$ cat config.mk
export PLATFORM = sky130hd
export DESIGN_NAME = skid_buffer
export DESIGN_NICKNAME = d
export VERILOG_FILES = /design/src/rtl/skid_buffer.sv
export SDC_FILE = /design/constraint.sdc
export NUM_CORES = 1
export LEC_CHECK = 0
export CAP_MARGIN = 20
export CORE_MARGIN = 2
export CORE_UTILIZATION = 30
export CTS_CLUSTER_DIAMETER = 150
export DETAILED_ROUTE_END_ITERATION = 8
export SETUP_SLACK_MARGIN = 0.2
export SLEW_MARGIN = 0
export SYNTH_ARGS = -nofsm -noshare
export SYNTH_HDL_FRONTEND = slang
export SYNTH_SLANG_ARGS = --single-unit
$ cat constraint.sdc
create_clock -name CLOCK -period 3.51 [get_ports CLOCK]
set_input_delay 0.702 -clock CLOCK [delete_from_list [all_inputs] [get_ports CLOCK]]
set_output_delay 0.702 -clock CLOCK [all_outputs]
set_load 0.01 [all_outputs]
$ cat src/rtl/skid_buffer.sv
// Two-entry valid/ready skid buffer with synchronous flush, registered outputs.
// Latency: 1 cycle from input handshake to OUT_VALID when main is free or draining.
// Backpressure: absorbs one word after a downstream stall; IN_READY is a pure state decode.
module skid_buffer #(
    parameter int n = 32
) (
    input  logic         CLOCK,
    input  logic         RESET_N,
    input  logic         FLUSH,
    input  logic         IN_VALID,
    output logic         IN_READY,
    input  logic [n-1:0] IN_D,
    output logic         OUT_VALID,
    input  logic         OUT_READY,
    output logic [n-1:0] OUT_Q,
    output logic [1:0]   COUNT
);

    // Occupancy states; the valid bits of both entries are decoded from these.
    typedef enum logic [1:0] {
        ST_EMPTY = 2'd0,
        ST_BUSY  = 2'd1,
        ST_FULL  = 2'd2
    } state_t;

    state_t         state_q, state_d;
    logic [n-1:0]   main_q, main_d;
    logic [n-1:0]   skid_q, skid_d;
    logic           main_vld;
    logic           skid_vld;
    logic           in_fire;
    logic           out_fire;

    // Valid bits and handshake decode come only from state, never from ready inputs.
    assign main_vld  = (state_q != ST_EMPTY);
    assign skid_vld  = (state_q == ST_FULL);
    assign IN_READY  = ~skid_vld;
    assign OUT_VALID = main_vld;
    assign OUT_Q     = main_q;
    assign COUNT     = {1'b0, main_vld} + {1'b0, skid_vld};
    assign in_fire   = IN_VALID & IN_READY;
    assign out_fire  = main_vld & OUT_READY;

    // Next-state and data-load selection; flush overrides every transition.
    always_comb begin
        state_d = state_q;
        main_d  = main_q;
        skid_d  = skid_q;
        if (FLUSH) begin
            state_d = ST_EMPTY;
            main_d  = '0;
            skid_d  = '0;
        end else begin
            case (state_q)
                ST_EMPTY: begin
                    if (in_fire) begin
                        main_d  = IN_D;
                        state_d = ST_BUSY;
                    end
                end
                ST_BUSY: begin
                    if (in_fire && out_fire) begin
                        main_d = IN_D;
                    end else if (in_fire) begin
                        skid_d  = IN_D;
                        state_d = ST_FULL;
                    end else if (out_fire) begin
                        state_d = ST_EMPTY;
                    end
                end
                ST_FULL: begin
                    // IN_READY is low here, so only the drain path can happen.
                    if (out_fire) begin
                        main_d  = skid_q;
                        state_d = ST_BUSY;
                    end
                end
                default: begin
                    state_d = ST_EMPTY;
                end
            endcase
        end
    end

    // State and data registers, cleared immediately on reset assertion.
    always_ff @(posedge CLOCK or negedge RESET_N) begin
        if (!RESET_N) begin
            state_q <= ST_EMPTY;
            main_q  <= '0;
            skid_q  <= '0;
        end else begin
            state_q <= state_d;
            main_q  <= main_d;
            skid_q  <= skid_d;
        end
    end

endmodule
# == After elaboration in Yosys (flattened, before gate mapping) ==
# Index checks and enable logic that the tools add are counted.
# totals
register_bits,66
inputBits,37
out_inout_bits,36
# op_classes
addsub,1
eq_ne,8
muxes,15
bitwise,3
n_reduce_logical,9
# op_table
op,count
2-to-1 mux 32 bit,7
one-hot mux 32 bit (3 select lines),1
2-to-1 mux 2 bit,6
inequality test 3 bit (second input constant),3
AND reduction 4 bit,2
one-hot mux 2 bit (3 select lines),1
nonzero test 2 bit,3
inequality test 4 bit (second input constant),1
nonzero test 4 bit,1
inequality test 3 x 2 -> 1 bit (second input constant),1
AND reduction 3 bit,1
adder 1 x 1 -> 2 bit,1
bitwise AND 1 bit,2
equality test 2 x 1 -> 1 bit (second input constant),1
equality test 2 bit (second input constant),1
logical NOT 2 bit,1
inequality test 2 bit (second input constant),1
logical AND 1 bit,1
NOT 1 bit,1

# == Logic depth before layout (Yosys ltp) ==
# Gate-level depths: netlist (run 1).
# logic_depth
word_depth,7
ltp_mapped,7
mapped_depth_nobuf,6

# == Least setup slack after synthesis (run 1) ==
# Ideal clock, no wire load.
# synth_path
path_type,reg2out
from,register state_q[1]
to,output port COUNT[0]
arrival_time_ns,1.268
required_time_ns,2.808
slack_ns,1.540
path_stages_with_launch,6
path_buffers,2
cell_sequence,dfrtp_1 -> nand2b_1 -> buf_4 -> clkbuf_1 -> ha_1 -> inv_1
# synth_between
elab_chain_cells,2
# synth_rtl
element,line_no,source
start: declaration,26,"state_t state_q, state_d;"
start signal: assignment,92,state_q <= state_d;
equality test 2 bit / nonzero test 2 bit (equally long branches),"36, 35",
adder 1 x 1 -> 2 bit *,40,"assign COUNT = {1'b0, main_vld} + {1'b0, skid_vld};"
end: declaration,16,output logic [1:0] COUNT
# Mark *: on every way between the ends. The rest lies on a longest branch, timed or not.

# == Final worst setup path (run 1) ==
# Same ends and word-level chain as after synthesis.

==> results of run 1 <==
[critical path: cells and delay by family, from the launching register on]
| family | cells | cell delay [ns] |
|---|---|---|
| adder cells (fa/ha/maj) | 1 | 0.30 |
| buffers and inverters | 3 | 0.66 |
| flip-flops | 1 | 0.47 |
| AND/OR/NAND/NOR | 1 | 0.19 |
[metrics by stage]
step	hold slack [ns]	instances	util	area [um^2]
2_1_floorplan	0.406	268	-	3040
3_3_place_gp	0.488	462	0.398	3910
6_report	0.509	476	0.416	4080
4_1_cts	0.510	476	0.416	4080
5_1_grt	0.523	476	0.416	4080
3_5_place_dp	0.491	462	0.398	3910
[state kept, by name (all words and copies together), names as in the netlist]
register and flops:
OUT_Q 32, skid_q 32, state_q 2
[Yosys cell counts]
cell type / number / share of area
dfrtp_1: 66 / 0.54
nand2_1: 64 / 0.079
a21oi_1: 32 / 0.053
a22o_1: 32 / 0.092
mux2_4: 30 / 0.15
clkbuf_1: 13 / 0.016
inv_1: 5 / 0.0062
nor2_1: 4 / 0.0049
buf_6: 3 / 0.011
buf_1: 2 / 0.0025
mux2_2: 2 / 0.0074
nand2b_1: 2 / 0.0041
nor3_1: 2 / 0.0033
a2111oi_0: 1 / 0.0029
a211oi_1: 1 / 0.0025
a221o_2: 1 / 0.0037
buf_2: 1 / 0.0016
buf_4: 1 / 0.0025
ha_1: 1 / 0.0041
nand3b_1: 1 / 0.0025
nor2b_1: 1 / 0.0021
nor4b_1: 1 / 0.0029
o21ai_0: 1 / 0.0016
o21ai_1: 1 / 0.0016
[cell usage in the layout, fill, tap and decap left out]
master           synthesis  routed
a2111oi_0                1       1
a211oi_1                 1       1
a21oi_1                 32      32
a221o_2                  1       1
a22o_1                  32      32
buf_12                   0       1
buf_2                    1       1
buf_4                    1       8
clkbuf_8                 0      12
clkdlybuf4s50_1          0      71
clkinv_2                 0       1
clkinvlp_4               0       1
dfrtp_1                 66      66
ha_1                     1       1
inv_1                    5       5
mux2_2                   2       2
mux2_4                  30      30
nand2_1                 64      64
nand2b_1                 2       1
nand2b_2                 0       1
nand3b_1                 1       1
nor2_1                   4       3
nor2_2                   0       1
nor2b_1                  1       1
nor3_1                   2       1
nor3_2                   0       1
nor4b_1                  1       1
o21ai_0                  1       1
o21ai_1                  1       1
[how the worst min path moves through the flow]
stage / from / end / depth (start not counted)
2_1_floorplan: RESET_N / OUT_Q[0] / 0
3_3_place_gp: skid_q[13] / skid_q[13] / 1
3_5_place_dp: skid_q[10] / skid_q[10] / 1
4_1_cts: skid_q[10] / skid_q[10] / 1
5_1_grt: skid_q[10] / skid_q[10] / 1
6_report: skid_q[13] / skid_q[13] / 1
[power breakdown]
part           internal (mW)  leakage (nW)  switching, mW
Sequential             0.811         0.883         0.0316
Clock                  0.305        0.0903          0.279
Combinational          0.198         0.950          0.144
Total                   1.31          1.92          0.455
[layout make-up]
class                   instances  area, um^2  share of cell area
clock buffers                  12         165              0.0404
clock inverters                 2        12.5             0.00306
inverters                       5        18.8             0.00460
multi-input cells             177        1270               0.312
flip-flops and latches         66        1650               0.404
well taps                     133         166              0.0407
repair buffers                 81         796               0.195
[logic make-up (layout without fill, tap and decap cells)]
logic type,Yosys count,after routing,share of synthesized area
and+or+nand+nor,75,75,0.0989
muxes,32,32,0.156
AOI/OAI and AO/OA,69,69,0.157
buffers and inverters,25,100,0.0400
DFF,66,66,0.544
adders and majority gates,1,1,0.00412
[metal layers]
| layer | GRT usage | up-vias | routed length, um |
|---|---|---|---|
| met3 | 0.0468 | 4 | 468 |
| met5 | 0 | - | 0 |
| met1 | 0.196 | 1145 | 3480 |
| li1 | - | 1075 | - |
| met4 | 0.0552 | 0 | 52 |
| met2 | 0.220 | 63 | 3380 |
==> flow_summary_export.csv, run 1 <==
group,metric,value,unit
outcome,run_status,"completed",
placement,io_buffer_count,72,
clocking,cts_root_buf,"clkbuf_8",
sta,number_of_max_slew_violations_in_the_final_report,0,
finish,post_route_cells_drive_above_1_share,0.175,
worst_setup_path,reg2reg_setup_slack,1.19,ns
min_path,hp-class,"reg -> reg",
global_route,grt.total_usage,0.146,
floorplan,placeableCoreArea,0.00982,mm^2
logic_synthesis,syn-num-nets,306,
worst_setup_path,critPathSlowestCell,"clkdlybuf4s50_1",
worst_setup_path,category_of_the_most_critical_setup_path,"reg -> out",
sta,fin_setup_tns,0,ns
sta,timing.fmax,377,MHz
sta,rsz0062_at_grt,"no",
worst_setup_path,critical_path_s_most_frequent_cell,"inv_1",
logic_synthesis,syn-mean-instance-area,11.3,um^2
floorplan,fp.dieArea,0.0109,mm^2
detailed_routing,drc_violation_count_after_routing,0,
worst_setup_path,worst_ep_required_time,2.81,ns
finish,fillers,978,
finish,insertedDiodeCount,0,
global_route,global_route_wire_length_before_repair,12700,um
detailed_routing,detail-route-antenna-nets,0,
detailed_routing,detail_route.first_pass.iterations,4,
floorplan,top_level_ports,73,
worst_setup_path,critPathMaxFanout,8,
worst_setup_path,crit_path_end,"COUNT[0]",
worst_setup_path,timing.critical_path.to_type,"output port",
logic_synthesis,yosys.cell_types.count,24,
clocking,post-cts-setup-buffers,0,
floorplan,fp.dieW,105,um
clocking,cts_htree_levels,3,
finish,nNetsFinal,378,
detailed_routing,violation_count_after_the_first_detailed_routing_iteration,107,
finish,flow.area_growth_from_synthesis,34.5,%
logic_synthesis,synth_warnings,0,
global_route,grt_antenna_before_repair,0,
clocking,tritoncts,"yes",
logic_synthesis,synth_seq_cells,66,
logic_synthesis,synthesis.area,0.00304,mm^2
clocking,cts.hold.buffers_added,0,
worst_setup_path,worst_setup_path_startpoint,"state_q[1]",
detailed_routing,routedWlPerCell,15.5,um
logic_synthesis,ys_seq_area_frac,0.544,
sta,finalSetupViolCount,0,
floorplan,die_height,105,um
power_and_ir_drop,pwr_density_cell,433,mW/mm^2
run,drv_cap,0,
sta,final_period_utilization,0.756,
worst_setup_path,worstRegToRegCells,6,
sta,layout_setup_ws,0.856,ns
worst_setup_path,critical_path.startpoint_type,"register",
global_route,grt_residual_overflow,0,
placement,pre_cts_ws,0.720,ns
clocking,numClockSinks,66,
clocking,worst_skew_pair.late_latency,0.34,ns
global_route,grt_pass1_vias,2446,
sta,hold_violations,0,
sta,finalClockSkew,0.0112,ns
worst_setup_path,cp_data_arrival_time,1.95,ns
power_and_ir_drop,power,1.77,mW
clocking,cts-buffers-inserted,9,
detailed_routing,wl,7390,um
clocking,cts.clk_slew.worst_paths,0.07,ns
sta,slew_of_the_pin_with_the_lowest_slew_margin,0.841,ns
global_route,grt_max_degree,67,
power_and_ir_drop,leakagePower,1.92,nW
placement,dp.final_hpwl,4670,um
placement,place.gp.congestion,0.707,
sta,timing.max_slew.rel_slack,0.439,
sta,final.min_clock_period,2.65,ns
logic_synthesis,synthCells,268,
clocking,cts_repair_resize_count,0,
worst_setup_path,crit-reg2reg-launch,"state_q[1]",
worst_setup_path,reg2reg_to,"OUT_Q[22]",
power_and_ir_drop,max-vdd-ir-drop,144,uV
worst_setup_path,max_stage_delay,0.52,ns
clocking,clock_tree.buffer_depth,2,
floorplan,std_cell_rows,36,
detailed_routing,num_vias,2287,
floorplan,initial_utilization,0.309,
detailed_routing,via_per_inst,4.80,
worst_setup_path,crit_path_cell_trace,"nor2_1 > inv_1 > ha_1 > inv_1 > clkdlybuf4s50_1",
No activity file was read; power rests on OpenSTA's default activity.
==> inputs of run 2 (changes only) <==
==> constraint.sdc (replaced) <==
create_clock -name CLOCK -period 2.15 [get_ports CLOCK]
set_input_delay 0.43 -clock CLOCK [delete_from_list [all_inputs] [get_ports CLOCK]]
set_output_delay 0.43 -clock CLOCK [all_outputs]
set_load 0.01 [all_outputs]
==> run 2 against run 1 <==
Register-to-register slack got worse by 0.88 ns. Combinational power increased by 72%. Flip-flop and latch count unchanged. Sequential share of layout area decreased by 1.4 points. Count of clock-buffer cells in the layout decreased by 3. Die area unchanged.
==> flow_summary_export.csv, run 2 (same netlist as run 1, synthesis figures left out) <==
group,metric,value,unit
outcome,run_status,"completed",
detailed_routing,via_per_inst,4.74,
sta,number_of_max_slew_violations_in_the_final_report,0,
detailed_routing,violation_count_after_the_first_detailed_routing_iteration,90,
floorplan,top_level_ports,73,
finish,mostFrequentLayoutCells,"67 x clkdlybuf4s50_1, 66 x dfrtp_1, 64 x nand2_1",
global_route,grt_max_degree,50,
sta,rsz0062_at_grt,"yes",
sta,hold_violations,0,
sta,timing.fmax,533,MHz
worst_setup_path,category_of_the_most_critical_setup_path,"reg -> out",
sta,final_period_utilization,0.873,
sta,finalClockSkew,0.00835,ns
worst_setup_path,reg2reg_to,"OUT_Q[0]",
floorplan,initial_utilization,0.309,
finish,nNetsFinal,385,
sta,timing.max_slew.rel_slack,0.676,
clocking,cts-buffers-inserted,9,
power_and_ir_drop,power,3.13,mW
min_path,hp-class,"in -> async",
placement,dp.cells,468,
global_route,grt_residual_overflow,0,
floorplan,std_cell_rows,36,
finish,post_route_cells_drive_above_1_share,0.205,
sta,slew_of_the_pin_with_the_lowest_slew_margin,0.485,ns
detailed_routing,routedWlPerCell,15.1,um
worst_setup_path,critical_path.startpoint_type,"register",
finish,flow.area_growth_from_synthesis,39.4,%
floorplan,fp.dieW,105,um
global_route,grt.total_usage,0.144,
global_route,grt_use_met3,0.0455,
clocking,numClockSinks,66,
sta,layout_setup_ws,0.273,ns
worst_setup_path,timing.critical_path.to_type,"output port",
detailed_routing,num_vias,2300,
placement,io_buffer_count,72,
sta,fin_hold_ws,0.0233,ns
global_route,grt.met1_usage,0.193,
finish,fillers,970,
worst_setup_path,crit-reg2reg-launch,"state_q[1]",
placement,placed_area,0.00399,mm^2
global_route,global_route_wire_length_before_repair,12600,um
global_route,top_usage_layer,"met2",
sta,finalSetupViolCount,0,
worst_setup_path,cp_data_arrival_time,1.45,ns
worst_setup_path,critPathMaxFanout,5,
power_and_ir_drop,pwr_density_cell,741,mW/mm^2
placement,place.gp.congestion,0.777,
global_route,grt_antenna_before_repair,0,
detailed_routing,detail-route-antenna-nets,0,
worst_setup_path,worstRegToRegCells,6,
detailed_routing,wl,7320,um
sta,final.min_clock_period,1.88,ns
sta,fin_setup_tns,0,ns
worst_setup_path,worst_ep_required_time,1.72,ns
clocking,worst_skew_pair.late_latency,0.34,ns
finish,multi_input_logic_area,0.00128,mm^2
finish,final_cell_count_no_fill,485,
finish,layout.core_utilization,0.431,
clocking,tritoncts,"yes",
finish,layout_commonest_cell,"clkdlybuf4s50_1",
clocking,cts_htree_levels,3,
finish,insertedDiodeCount,0,
power_and_ir_drop,leakagePower,2.02,nW
detailed_routing,drc_violation_count_after_routing,0,
global_route,grt_pass1_vias,2469,
clocking,cts.hold.buffers_added,0,
power_and_ir_drop,max-vdd-ir-drop,361,uV
placement,dp.final_hpwl,4880,um
clocking,cts.clk_slew.worst_paths,0.08,ns
run,drv_cap,0,
global_route,use_met2,0.228,
placement,pre_cts_ws,0.0445,ns
clocking,clock_tree.buffer_depth,2,
floorplan,die_height,105,um
clocking,cts_root_buf,"clkbuf_8",
worst_setup_path,reg2reg_setup_slack,0.31,ns
floorplan,placeableCoreArea,0.00982,mm^2
floorplan,fp.dieArea,0.0109,mm^2
finish,post-route-cell-area,0.00423,mm^2
finish,sequential_cell_area,0.00165,mm^2
detailed_routing,detail_route.first_pass.iterations,6,
==> run 2: changes by cell type in the layout (fill, tap and decap cells not counted), moves of 2 or more <==
| cell | before | now |
|---|---|---|
| clkdlybuf4s50_1 | 71 | 67 |
| clkinv_4 | 0 | 2 |
| buf_12 | 1 | 4 |
| dlygate4sd2_1 | 0 | 2 |
| buf_6 | 0 | 2 |
| inv_6 | 0 | 2 |
| clkbuf_8 | 12 | 9 |
| bufinv_16 | 0 | 2 |
| buf_4 | 8 | 11 |
==> run 2: layout make-up <==
type / instances / area share
sequential: 66 / 0.390
multi-input combinational: 177 / 0.303
inverter: 5 / 0.00443
clock buffer: 9 / 0.0293
tap: 133 / 0.0393
timing repair buffer: 88 / 0.210
clock inverter: 7 / 0.0236
==> run 2: power breakdown <==
part	switching [mW]	internal, mW	leakage (nW)
sequential	0.0500	1.32	0.883
clock	0.511	0.663	0.114
combinational	0.244	0.345	1.02
==> run 2: how the worst max path moves through the flow <==
stage | from | slack (ns) | end
3_5_place_dp | IN_VALID | 0.04 | OUT_Q[28]
2_1_floorplan | state_q[1] | 0.39 | state_q[0]
3_3_place_gp | IN_VALID | 0.09 | OUT_Q[26]
5_1_grt | state_q[0] | 0.16 | COUNT[0]
6_report | state_q[0] | 0.27 | COUNT[0]
4_1_cts | state_q[0] | 0.06 | COUNT[0]
==> run 2: repair_timing <==
action	in CTS	in global routing
buffers inserted	1	0
endpoints found under the hold margin	0	0
setup endpoints to repair	3	2
resized for setup	5	7
==> run 2: routing by layer <==
layer,routed length (um),share of wire
met4,49,0.0067
met5,0,0
met1,3450,0.47
met3,407,0.056
met2,3410,0.47
==> run 2: worst max-delay path: stages (launching register included) <==
cell and delay [ns]:
dfrtp_1 0.38, buf_4 0.15, nor2_4 0.09, inv_2 0.05, ha_1 0.28, inv_1 0.07, buf_6 0.10
